<file path="src/rtl/tpu_pkg.sv">
// Shared types and constants for the TPU datapath blocks.
//   sm9_t        : 9-bit sign-magnitude value, bit 8 = sign, bits 7:0 = magnitude
//   pool_state_t : max-pool reducer state encoding
package tpu_pkg;

   typedef logic [8:0] sm9_t;

   localparam int   SM9_SIGN_BIT = 8;
   localparam sm9_t SM9_POS_ZERO = 9'h000;
   localparam sm9_t SM9_NEG_ZERO = 9'h100;

   typedef enum logic [1:0] {
      IDLE  = 2'd0,
      ACCUM = 2'd1,
      EMIT  = 2'd2
   } pool_state_t;

endpackage

</file>
<file path="src/rtl/max_9bit.sv">
// Combinational sign-magnitude maximum of two 9-bit values.
// Ports:
//   inputA  : first operand; also the tie winner
//   inputB  : second operand
//   max_out : larger of the two in sign-magnitude order
// Ordering: any positive beats any negative (so +0 beats -0); among
// positives the larger magnitude wins, among negatives the smaller one.
module max_9bit
   import tpu_pkg::*;
(
   input  logic [8:0] inputA,
   input  logic [8:0] inputB,
   output logic [8:0] max_out
);

   logic b_wins;

   always_comb begin
      b_wins = 1'b0;
      case ({inputA[SM9_SIGN_BIT], inputB[SM9_SIGN_BIT]})
         2'b00:   b_wins = (inputB[7:0] > inputA[7:0]);
         2'b01:   b_wins = 1'b0;
         2'b10:   b_wins = 1'b1;
         default: b_wins = (inputB[7:0] < inputA[7:0]);
      endcase
      max_out = b_wins ? inputB : inputA;
   end

endmodule

</file>
<file path="src/rtl/maxpool_9bit.sv">
// Streaming max-pool reducer: folds each group of WINDOW sign-magnitude
// beats into one running maximum and emits it through a single-entry
// output register.
// Ports:
//   clk, rst              : clock, synchronous active-high reset
//   in_valid/in_ready     : input beat handshake
//   in_data               : 9-bit sign-magnitude input
//   flush                 : close the current window early
//   out_valid/out_ready   : pooled result handshake
//   out_data              : pooled maximum
// Build option: define MAXPOOL_RELU_EN for fused ReLU (accumulator seeded
// with +0 so results are never negative).
//
// state | meaning
// IDLE  | no beats held, output register empty
// ACCUM | window partly collected in acc, count = beats so far
// EMIT  | result held in out_data until downstream takes it
module maxpool_9bit
   import tpu_pkg::*;
#(
   parameter int WINDOW = 4
) (
   input  logic       clk,
   input  logic       rst,
   input  logic       in_valid,
   output logic       in_ready,
   input  logic [8:0] in_data,
   input  logic       flush,
   output logic       out_valid,
   input  logic       out_ready,
   output logic [8:0] out_data
);

   localparam int CNT_W = $clog2(WINDOW + 1);
   localparam logic [CNT_W-1:0] LAST = CNT_W'(WINDOW - 1);

   pool_state_t      state;
   logic [CNT_W-1:0] count;
   sm9_t             acc;
   sm9_t             fresh;
   sm9_t             cmp_a;
   sm9_t             max_res;
   logic             accept;
   logic             xfer;
   logic             close;

   // Seed for a new window: the beat itself, or +0 when ReLU is fused.
`ifdef MAXPOOL_RELU_EN
   assign fresh = SM9_POS_ZERO;
`else
   assign fresh = in_data;
`endif

   assign cmp_a    = (state == ACCUM) ? acc : fresh;
   assign in_ready = (state != EMIT) || out_ready;
   assign accept   = in_valid && in_ready;
   assign xfer     = out_valid && out_ready;
   // count is 0 outside ACCUM, so this also covers WINDOW==1 from IDLE/EMIT.
   assign close    = flush || (count == LAST);

   max_9bit u_max (
      .inputA  (cmp_a),
      .inputB  (in_data),
      .max_out (max_res)
   );

   always_ff @(posedge clk) begin
      if (rst) begin
         state     <= IDLE;
         count     <= '0;
         acc       <= SM9_POS_ZERO;
         out_valid <= 1'b0;
         out_data  <= SM9_POS_ZERO;
      end else begin
         case (state)
            IDLE, EMIT: begin
               if (state == EMIT && xfer) begin
                  out_valid <= 1'b0;
                  state     <= IDLE;
               end
               // In EMIT a beat can only be accepted alongside a transfer.
               if (accept) begin
                  acc <= max_res;
                  if (close) begin
                     out_data  <= max_res;
                     out_valid <= 1'b1;
                     count     <= '0;
                     state     <= EMIT;
                  end else begin
                     count <= CNT_W'(1);
                     state <= ACCUM;
                  end
               end
            end
            ACCUM: begin
               if (accept) begin
                  acc <= max_res;
                  if (close) begin
                     out_data  <= max_res;
                     out_valid <= 1'b1;
                     count     <= '0;
                     state     <= EMIT;
                  end else begin
                     count <= count + CNT_W'(1);
                  end
               end else if (flush) begin
                  out_data  <= acc;
                  out_valid <= 1'b1;
                  count     <= '0;
                  state     <= EMIT;
               end
            end
            default: begin
               state     <= IDLE;
               count     <= '0;
               out_valid <= 1'b0;
            end
         endcase
      end
   end

endmodule

</file>
<file path="config.mk">
export PLATFORM = sky130hd
export DESIGN_NAME = maxpool_9bit
export DESIGN_NICKNAME = d
export VERILOG_FILES = /design/src/rtl/tpu_pkg.sv /design/src/rtl/max_9bit.sv /design/src/rtl/maxpool_9bit.sv
export SDC_FILE = /design/constraint.sdc
export NUM_CORES = 1
export LEC_CHECK = 0
export ABC_AREA = 1
export CORE_UTILIZATION = 44
export DETAILED_ROUTE_END_ITERATION = 7
export GPL_TIMING_DRIVEN = 0
export MAX_ROUTING_LAYER = met4
export PLACE_DENSITY = 0.67
export RECOVER_POWER = 100
export SYNTH_ARGS = -nofsm -noshare
export SYNTH_HDL_FRONTEND = slang
export SYNTH_SLANG_ARGS = --single-unit
</file>
<file path="constraint.sdc">
create_clock -name clk -period 3.55 [get_ports clk]
set_clock_uncertainty 0.1 [all_clocks]
set_input_delay 0.8875 -clock clk [delete_from_list [all_inputs] [get_ports clk]]
set_output_delay 0.8875 -clock clk [all_outputs]
set_load 0.005 [all_outputs]
</file>
==> results.json <==
{
  "outcome": "finished clean",
  "io_buffers": 24,
  "grt_pass1_wl_microns": 6900,
  "critPathArrivalTime_ps": 2060,
  "period_needed_ps": 3050,
  "final_common_cell": "nand2_1",
  "core_sq_mm": 0.00366,
  "drt_iter0_drc": 90,
  "slew_headroom_pct": 57.5,
  "avgSynthCellArea_sq_um": 6.25,
  "ys_types": 28,
  "fin_tns_setup_ps": 0,
  "floorplan.initialDensity_pct": 46.1,
  "antenna_found_initial": 0,
  "p_leak_uw": 0.00105,
  "reg2reg_depth": 16,
  "cts_buffers": 3,
  "fmax_mhz": 328,
  "whs_path_depth": 2,
  "cp_cell_sequence": "clkdlybuf4s50_1 -> nand3b_1 -> dlygate4sd3_1",
  "drtAntennaViolNets": 0,
  "dieArea_sq_mm": 0.00409,
  "htreeDepth": 1,
  "dieWidth_microns": 63.9,
  "period_share_pct": 85.9,
  "setup_viol": 0,
  "layout.cells.non_filler": 346,
  "drive_gt1_share_pct": 7.05,
  "start_kind": "input pin",
  "grt_pass1_vias": 1622,
  "critPathCaptureType": "output port",
  "grt_start_max_net_pins": 15,
  "nNetsFinal": 323,
  "hpwl_microns": 2990,
  "area_growth_pct": 21.7,
  "most-common-layout-cells": "nand2_1 (86), inv_1 (42), o21ai_0 (29)",
  "cts_hold_buffers": 0,
  "worstSetupPathType": "in2out",
  "synth_top_area_cell": "dfxtp_1",
  "pwr_density_cell_mw_per_mm2": 394,
  "overflow": 0,
  "synth_area_leaders": "dfxtp_1 (28%), nand2_1 (19%), inv_1 (9.1%), o21ai_0 (8.6%), nand3_1 (7.7%)",
  "ir_worst_vdd_uv": 199,
  "synthCells": 270,
  "fin_ws_ps": 500,
  "slowest_stage": "dlygate4sd3_1",
  "cts_tree": "built",
  "drv_cap": 0,
  "post-cts-setup-buffer-count": 0,
  "drc": 0,
  "via_per_inst": 5.01,
  "dp_cells": 342,
  "seq_area_frac_synth_pct": 28.5,
  "crit_cells": 3,
  "ys_ff_latch": 24,
  "synth_fp_nets": 294,
  "drtPass1Iterations": 4,
  "place_ws_ps": 277,
  "worst_pin_slew_ps": 635,
  "wirelength_microns": 3940,
  "fp.dieH_microns": 63.9,
  "path_buf_inv": 2,
  "cts_buffer_depth": 2,
  "finalMaxSlewViolations": 0,
  "critPathTopFamily": "buffers and inverters",
  "fillers": 401,
  "rows": 22,
  "io_pins": 25,
  "ctsResizeCount": 0,
  "rsz0062_at_grt": "false",
  "max_stage_delay_ps": 590,
  "vias": 1733,
  "n_antenna_cell": 0,
  "hold_violations": 0,
  "grtUsageTotal_pct": 22.0,
  "cts_root_buffer": "clkbuf_8",
  "synth_warnings": 0,
  "gp_congestion": 0.848,
  "synth_top_area_share_pct": 28.5,
  "worstPathRequired_ps": 2560,
  "cts_sinks": 24,
  "clkLatencyLatePin_ps": 270,
  "syn_area_sq_mm": 0.00169,
  "clk_pin_slew_worst_paths_ps": 90,
  "crit_path_max_fanout": 2,
  "wire_per_inst_microns": 11.4,
  "hp-class": "reg2reg"
}
[flip-flops by register name, summed over array words and instances, names as in the netlist]
signal and cells:
out_data 9, state 2, acc 9, out_valid 1, count 3
[power by group]
| group | switching (uW) | internal [uW] |
|---|---|---|
| registers | 17.0 | 297 |
| logic | 150 | 103 |
| clock network | 90.6 | 151 |
[synthesized netlist by cell type (all sizes together)]
cell / number
o22ai: 1
mux2i: 1
ha: 10
a21oi: 18
nand3: 26
nand3b: 1
o211ai: 1
dfxtp: 24
inv: 46
buf: 4
clkbuf: 2
a21o: 1
o21ai: 30
nor3: 2
nor2: 14
nand4: 1
nand2: 88
[per-layer routing]
layer / vias up / wire length, microns / GRT usage, %
li1: 922 / - / -
met1: 766 / 1830 / 25.4
met2: 37 / 1900 / 38.6
met3: 8 / 141 / 3.93
met4: 0 / 73 / 6.53
met5: - / 0 / -
[layout make-up]
| class | count | area, sq um | share of cell area [%] |
|---|---|---|---|
| Sequential cell | 24 | 480 | 23.4 |
| Buffer | 6 | 35.0 | 1.71 |
| Timing Repair Buffer | 24 | 240 | 11.7 |
| Multi-Input combinational cell | 194 | 990 | 48.2 |
| Clock inverter | 1 | 30.0 | 1.46 |
| Inverter | 46 | 175 | 8.54 |
| Tap cell | 48 | 60.1 | 2.93 |
| Clock buffer | 3 | 41.3 | 2.01 |
[through the flow]
stage | util [%] | hold slack (ps) | area (sq um) | total power (uW)
after CTS | 56.2 | 379 | 2060 | 824
final | 56.0 | 374 | 2050 | 808
after floorplan | - | 337 | 1690 | 489
after detailed placement | 54.3 | 365 | 1990 | 580
after global placement | 54.3 | 358 | 1990 | 577
after global routing | 56.0 | 400 | 2050 | 871
[worst min-delay path: stages (launching register included)]
cell and delay [ps]:
dfxtp_1 320, nand2_1 60, a21oi_1 50
[logic make-up (layout without fill, tap and decap cells)]
family | after synthesis | count (layout) | share of synthesized area [%]
buffers and inverters | 52 | 80 | 12.5
and+or+nand+nor | 132 | 132 | 34.9
muxes | 1 | 1 | 0.593
DFF | 24 | 24 | 28.5
adders and majority gates | 10 | 10 | 7.42
AOI/OAI and AO/OA | 51 | 51 | 16.2
[final timing paths]
check,start,end,slack (ps)
setup / recovery,out_ready,in_ready,500
hold / removal,count[1],count[1],370
setup reg to reg,state[0],out_data[4],680
hold reg to reg,count[1],count[1],370
Note: power is estimated with default switching activity, not from simulation.
